## config.mk

```make
export PLATFORM = sky130hd
export DESIGN_NAME = sparse_stream_encoder
export DESIGN_NICKNAME = d
export VERILOG_FILES = /design/src/rtl/sparse_stream_encoder.sv
export SDC_FILE = /design/constraint.sdc
export NUM_CORES = 1
export LEC_CHECK = 0
export CORE_MARGIN = 2
export CORE_UTILIZATION = 50
export CTS_CLUSTER_DIAMETER = 40
export DETAILED_ROUTE_END_ITERATION = 7
export GPL_ROUTABILITY_DRIVEN = 0
export PLACE_DENSITY = 0.76
export SYNTH_ARGS = -nofsm -noshare
export SYNTH_HDL_FRONTEND = slang
export SYNTH_SLANG_ARGS = --single-unit
```

## constraint.sdc

```tcl
create_clock -name clk -period 2.36 [get_ports clk]
set_clock_uncertainty 0.2 [all_clocks]
set_input_delay 0.708 -clock clk [delete_from_list [all_inputs] [get_ports clk]]
set_output_delay 0.708 -clock clk [all_outputs]
set_load 0.02 [all_outputs]
```

## src/rtl/sparse_stream_encoder.sv

```systemverilog
// Sparse stream encoder: turns a dense element stream into (value, index) pairs for non-zero elements.
// Latency: a pair is visible on out_valid the cycle after its element is accepted.
// Backpressure: in_ready drops when the pair buffer is full (registered occupancy); out_ready stalls the head pair.
module sparse_stream_encoder #(
   parameter int DATA_WIDTH  = 8,
   parameter int INDEX_WIDTH = 4,
   parameter int MAX_VALUES  = 16,
   parameter int FIFO_DEPTH  = 4
) (
   input  logic                          clk,
   input  logic                          rst,
   input  logic                          start,
   input  logic                          in_valid,
   input  logic [DATA_WIDTH-1:0]         in_data,
   input  logic                          in_last,
   output logic                          in_ready,
   output logic                          out_valid,
   output logic [DATA_WIDTH-1:0]         out_val,
   output logic [INDEX_WIDTH-1:0]        out_idx,
   input  logic                          out_ready,
   output logic                          busy,
   output logic                          done,
   output logic [$clog2(MAX_VALUES):0]   nnz_count,
   output logic                          overflow
);

   localparam int AW = $clog2(FIFO_DEPTH);
   localparam int CW = AW + 1;
   localparam int NW = $clog2(MAX_VALUES) + 1;
   localparam logic [CW-1:0] DEPTH_C = CW'(FIFO_DEPTH);
   localparam logic [NW-1:0] NNZ_MAX = NW'(MAX_VALUES);

   typedef enum logic [1:0] {IDLE, SCAN, DRAIN, DONE} state_t;

   state_t                  state_q, state_d;
   logic [DATA_WIDTH-1:0]   val_mem [FIFO_DEPTH];
   logic [INDEX_WIDTH-1:0]  idx_mem [FIFO_DEPTH];
   logic [AW-1:0]           wr_ptr_q, rd_ptr_q;
   logic [CW-1:0]           cnt_q;
   logic [INDEX_WIDTH-1:0]  idx_q;
   logic [NW-1:0]           nnz_q;
   logic                    ovf_q;

   logic accept, nonzero, room, push, drop, pop, elem_last, clear;

   // Per-cycle handshake decode shared by the FSM and the datapath.
   always_comb begin
      accept    = in_valid && in_ready;
      nonzero   = (in_data != '0);
      room      = (nnz_q < NNZ_MAX);
      push      = accept && nonzero && room;
      drop      = accept && nonzero && !room;
      pop       = out_valid && out_ready;
      // The last slot of the index space ends the vector even without in_last.
      elem_last = in_last || (idx_q == '1);
      clear     = (state_q == IDLE) && start;
   end

   // State register.
   always_ff @(posedge clk or posedge rst) begin
      if (rst) state_q <= IDLE;
      else     state_q <= state_d;
   end

   // Next-state logic; start is only looked at in IDLE.
   always_comb begin
      state_d = state_q;
      case (state_q)
         IDLE:    if (start) state_d = SCAN;
         SCAN:    if (accept && elem_last) state_d = DRAIN;
         DRAIN:   if (cnt_q == '0) state_d = DONE;
         DONE:    state_d = IDLE;
         default: state_d = IDLE;
      endcase
   end

   // Outputs; in_ready uses only the registered occupancy so a same-cycle pop never opens the gate.
   always_comb begin
      in_ready  = (state_q == SCAN) && (cnt_q < DEPTH_C);
      busy      = (state_q != IDLE);
      done      = (state_q == DONE);
      out_valid = (cnt_q != '0);
      out_val   = out_valid ? val_mem[rd_ptr_q] : '0;
      out_idx   = out_valid ? idx_mem[rd_ptr_q] : '0;
      nnz_count = nnz_q;
      overflow  = ovf_q;
   end

   // Pair buffer storage; contents are don't-care while the slot is empty.
   always_ff @(posedge clk) begin
      if (push) begin
         val_mem[wr_ptr_q] <= in_data;
         idx_mem[wr_ptr_q] <= idx_q;
      end
   end

   // Pair buffer pointers and occupancy; simultaneous push and pop leaves occupancy unchanged.
   always_ff @(posedge clk or posedge rst) begin
      if (rst) begin
         wr_ptr_q <= '0;
         rd_ptr_q <= '0;
         cnt_q    <= '0;
      end else begin
         if (push) wr_ptr_q <= wr_ptr_q + 1'b1;
         if (pop)  rd_ptr_q <= rd_ptr_q + 1'b1;
         case ({push, pop})
            2'b10:   cnt_q <= cnt_q + 1'b1;
            2'b01:   cnt_q <= cnt_q - 1'b1;
            default: cnt_q <= cnt_q;
         endcase
      end
   end

   // Element index, pair count and sticky drop flag; cleared on an honoured start.
   // The index may roll to 0 after the final slot, but the FSM has already left SCAN.
   always_ff @(posedge clk or posedge rst) begin
      if (rst) begin
         idx_q <= '0;
         nnz_q <= '0;
         ovf_q <= 1'b0;
      end else if (clear) begin
         idx_q <= '0;
         nnz_q <= '0;
         ovf_q <= 1'b0;
      end else begin
         if (accept) idx_q <= idx_q + 1'b1;
         if (push)   nnz_q <= nnz_q + 1'b1;
         if (drop)   ovf_q <= 1'b1;
      end
   end

endmodule

```

Word-level counts from Yosys, hierarchy flattened
Memory sizes are Yosys's and may differ from the RTL's.
Cells that the tools add are included.
{ "word_totals": {"regBits": 19, "ram_bits": 48, "input_bits": 14, "out_inout_bits": 22, "word_cells": 61, "memories": 2} }
{ "memory_table": {"columns": ["memory", "depth", "width", "rd", "rd_clocked_by_memory_dff", "write_ports", "line_no", "text"], "rows": [
  ["val_mem", 4, 8, 1, 0, 1, "36", "logic [DATA_WIDTH-1:0] val_mem [FIFO_DEPTH];"],
  ["idx_mem", 4, 4, 1, 0, 1, "37", "logic [INDEX_WIDTH-1:0] idx_mem [FIFO_DEPTH];"]
]} }
{ "classes": {"addsub": 6, "n_lt_le_gt_ge": 2, "eq_ne": 9, "mux": 15, "n_reduce_logical": 20} }
{ "ops": {"columns": ["op", "count"], "rows": [
  ["4-bit two-way mux", 3],
  ["5-bit two-way mux", 2],
  ["2-bit nonzero test", 5],
  ["1-bit logical AND", 8],
  ["8-bit two-way mux", 1],
  ["2-bit one-hot mux with 4 select lines", 1],
  ["8-bit nonzero test", 1],
  ["2-bit == test (second input constant)", 3],
  ["2-bit two-way mux", 3],
  ["2-bit inequality test (second input constant)", 3],
  ["3-bit one-hot mux with 2 select lines", 1],
  ["5-bit by 1-bit adder with 5-bit output (second input constant)", 1],
  ["5-bit less-than comparator (second input constant)", 1],
  ["2-bit by 1-bit adder with 2-bit output (second input constant)", 2],
  ["4-bit by 1-bit adder with 4-bit output (second input constant)", 1],
  ["2-bit by 1-bit == test with 1-bit output (second input constant)", 2],
  ["4-bit == test (second input constant)", 1],
  ["1-bit two-way mux", 4],
  ["3-bit by 1-bit adder with 3-bit output (second input constant)", 1],
  ["3-bit logical NOT", 1],
  ["3-bit less-than comparator (second input constant)", 1],
  ["3-bit AND reduction", 1],
  ["3-bit nonzero test", 1],
  ["3-bit by 1-bit subtractor with 3-bit output (second input constant)", 1],
  ["other kinds (3)", 3]
]} }

Logic depth before layout (Yosys ltp)
{ "logic_depth": {"word_depth": 7, "depth_mapped": 12, "mapped_depth_nobuf": 11} }

Worst setup path before layout
OpenSTA, ideal clock, no wires.
{ "synth_timing": {"path_type": "input port to flip-flop", "startpoint": "in in_data[1]", "endpoint": "reg cnt_q[2]", "setup_ns": 0.079, "arrival_time_ns": 2.423, "required_ns": 2.081, "path_slack_ns": -0.342, "stages": 10, "path_buffers": 1, "path_cell_list": "nor4_2 > a211oi_4 > buf_4 > inv_1 > ha_1 > inv_1 > fa_1 > xor2_1 > nor2_1 > xor2_1"} }
{ "synth_between": {"elab_chain_cells": 5, "elab_cells_between_ends": 7, "cone_classes": "eq/ne: 2; mux: 1; reduce/logical: 4"} }
{ "synth_lines": {"columns": ["item", "line_no", "text"], "rows": [
  ["from (decl)", "14", "input logic [DATA_WIDTH-1:0] in_data,"],
  ["8-bit nonzero test *", "49", "nonzero = (in_data != '0);"],
  ["1-bit logical AND * (2 in series)", "51", "push = accept && nonzero && room;"],
  ["2-bit by 1-bit == test with 1-bit output or 2-bit == test (tied branches)", "106", "case ({push, pop})"],
  ["3-bit one-hot mux with 2 select lines or 2-bit nonzero test (tied branches)", null, null],
  ["to (signal assigned)", "107", "2'b10: cnt_q <= cnt_q + 1'b1;"],
  ["to (signal assigned)", "108", "2'b01: cnt_q <= cnt_q - 1'b1;"],
  ["to (signal assigned)", "109", "default: cnt_q <= cnt_q;"],
  ["to (decl)", "39", "logic [CW-1:0] cnt_q;"]
]} }
Every way passes the cells marked *; elsewhere a longest branch is shown, timed or not.
A chain may end at the register's enable or synchronous reset.

Worst setup path after layout
{ "layout_timing": {"startpoint": "reg rd_ptr_q[0]", "endpoint": "out out_val[1]"} }
{ "layout_between": {"elab_chain_cells": 2} }
{ "layout_lines": {"columns": ["item", "line_no", "text"], "rows": [
  ["from (decl)", "38", "logic [AW-1:0] wr_ptr_q, rd_ptr_q;"],
  ["from (signal assigned)", "105", "if (pop) rd_ptr_q <= rd_ptr_q + 1'b1;"],
  ["memory 4 x 8 bit", null, null],
  ["8-bit two-way mux", "83", "out_val = out_valid ? val_mem[rd_ptr_q] : '0;"],
  ["to (decl)", "18", "output logic [DATA_WIDTH-1:0] out_val,"]
]} }
Every way passes these cells.

==> metrics.csv <==
metric;value;unit
sequential fraction of the synthesis area;65.0;%
layout cells sized above 1;40.7;%
Initial Utilization;52.6;%
setup TNS;-2590;ps
final net count;280;
YS warnings;0;
vias;1728;
switching power share of the total;30.4;%
Clk pwr share;26.3;%
vias in the first global route;1806;
failing checks;setup timing;
clk buf depth;2;
Least-Margin Pin Slew;348;ps
post-place setup slack;-688;ps
Sw Pwr;1.50;mW
DP Cell Count;310;
global-route met3 utilization;5.67;%
CP required;1450;ps
grt total ovfl;0;
syn_area_per_cell;16.1;µm²
Final Instance Area;3940;µm²
Hold Fails Final Rpt;0;
relative slew slack;76.6;%
Max Freq;385;MHz
total core area;5610;µm²
register share of total power;32.0;%
pin count of the biggest net entering global routing;20;
CTS sink count;67;
CTS tree;built;
Placed Area;3630;µm²
M1 GR Usage;24.9;%
initial antenna violation count;0;
Peak VDD IR;0.000631;V
largest area contributor in the netlist;edfxtp_1;
Worst setup EP type;primary output;
width of the die;80.8;µm
ys flop type;edfxtp_1;
Internal Power;3.43;mW
Die ar.;6530;µm²
CTS root buf;clkbuf_8;
synth top area cells;edfxtp_1 (49%), dfrtp_1 (16%), mux4_2 (9.2%);
vias per cell;5.24;
Reg area;1920;µm²
Design Power;4.93;mW
multi-input logic area;1030;µm²
DPL Wire Length;3.68;mm
Hold WC Path Type;reg2reg;
post-layout minimum cycle time;2600;ps
final wirelength;5.70;mm
Final Cycle Share;110;%
M2 GR Usage;32.0;%
# diodes;0;
wire length of the first global-routing pass;9.07;mm
router iterations before antenna repair;4;
Logic pwr share;41.7;%
Post-synth EDFFs;48;
startpoint type of the worst setup path;flop;
Power Density;1250;nW/µm²
Mapped Nets;210;
crit path kind;reg2out;
#FFs+latches synth;67;
Slew Limit Fails;0;
asr flop ratio synth;28.4;%
DR DRC count;0;
Setup Viol. Count Final;12;
Critical Path AT;1690;ps
post-synth top area share;48.9;%
cell area after synthesis;2950;µm²
Buffers on Ports;35;
Yosys cell types;36;
critical path fanouts, max;7;
unrepaired setup endpoints after global routing;true;
P_leak;1.63;nW
Finished Layout Cells;330;
Synth-to-Final Area Change;33.6;%
CTS clk-pin slew, worst paths;70;ps
Die Span Y;80.8;µm
GR peak layer;met2;
detailed router's first-iteration violation count;99;
I/O pins;36;
fin util;70.3;%
drt wl/cell;17.3;µm
Max-Cap Viols;0;
total CTS buffers;9;
hold slack;342;ps
Post-Syn Instances;183;
remaining antenna violation count;0;
htree depth;3;
GRT Util Overall;19.7;%
# rows;27;
Skew-Pair Late Insertion Delay;340;ps
status;finished with violations;
Post-synth top cells;edfxtp_1 (48), dfrtp_1 (19), and2_1 (18);
most frequent cell after synthesis;edfxtp_1;
fillers;398;
final setup margin;-235;ps
[kinds of logic (layout without fill, tap and decap cells)]
family / Yosys count / in the layout / synth area share (%)
AOI/OAI and AO/OA: 14 / 14 / 3.31
xor gates and xnor gates: 9 / 9 / 2.67
adders and majority gates: 13 / 13 / 5.77
buffers and inverters: 16 / 90 / 2.72
DFF: 67 / 67 / 65.0
muxes: 15 / 15 / 10.4
and+or+nand+nor: 49 / 50 / 10.2
[worst max-delay path, cell delays in order (launching register included)]
cell	delay (ps)
dfrtp_1	390
buf_6	160
mux4_2	520
and2_4	160
buf_6	120
[power by group through the flow]
stage | registers [mW] | clock network (mW) | logic (mW)
CTS | 1.57 | 1.31 | 2.07
detailed placement | 1.58 | 0 | 1.89
global route | 1.60 | 1.36 | 2.23
floorplan | 1.58 | 0 | 1.16
global placement | 1.57 | 0 | 1.86
finish | 1.58 | 1.30 | 2.06
[sequential cells by signal (all words and copies together), names as in the netlist]
signal / count
overflow: 1
wr_ptr_q: 2
idx_q: 4
cnt_q: 3
val_mem: 32
nnz_count: 5
state_q: 2
idx_mem: 16
rd_ptr_q: 2
[timing repair]
action	CTS	global route
pin swaps	17	9
gates resized for setup	111	17
hold buffers	0	0
endpoints found under the hold margin	0	0
cloned	1	0
buffers inserted	2	1
endpoints found under the setup margin	66	64
[routing by layer]
layer  part of all wire [%]  vias up
li1                       -      812
met3                    3.8        4
met1                     42      873
met2                     53       39
met5                      0        -
met4                    1.0        0
[cell usage in the layout, fill, tap and decap left out, types with 3 or more instances in the layout]
cell             synthesis  routed
a21oi_1                  5       5
and2_1                  18       5
and2_4                   0      13
buf_12                   0       4
buf_2                    1       4
buf_4                    1      23
buf_6                    2      14
bufinv_16                0       4
clkbuf_2                 0       7
clkbuf_8                 0      11
clkdlybuf4s50_1          0       9
dfrtp_1                 19      19
edfxtp_1                48      48
ha_1                    12      11
inv_1                   10       8
mux4_2                  12      12
nand2_1                  9       9
nor2_1                   8       8
o21ai_1                  3       3
xnor2_1                  5       5
xor2_1                   4       4
[area by class of cell]
class	count	share of cell area, %
Sequential cell	67	48.7
Tap cell	72	2.29
Inverter	10	1.02
Multi-Input combinational cell	101	26.1
Timing Repair Buffer	64	15.0
Clock buffer	12	3.94
Clock inverter	4	3.05
[worst paths after layout]
path,start,end,slack [ps],cells after the start
setup / recovery,rd_ptr_q[0],out_val[1],-240,4
hold / removal,overflow,overflow,340,2
setup reg to reg,cnt_q[1],cnt_q[1],90,7
hold reg to reg,overflow,overflow,340,2
max in group asynchronous,rst,cnt_q[2],1260,3
min in group asynchronous,rst,state_q[1],490,3
(Power assumes the default switching activity.)
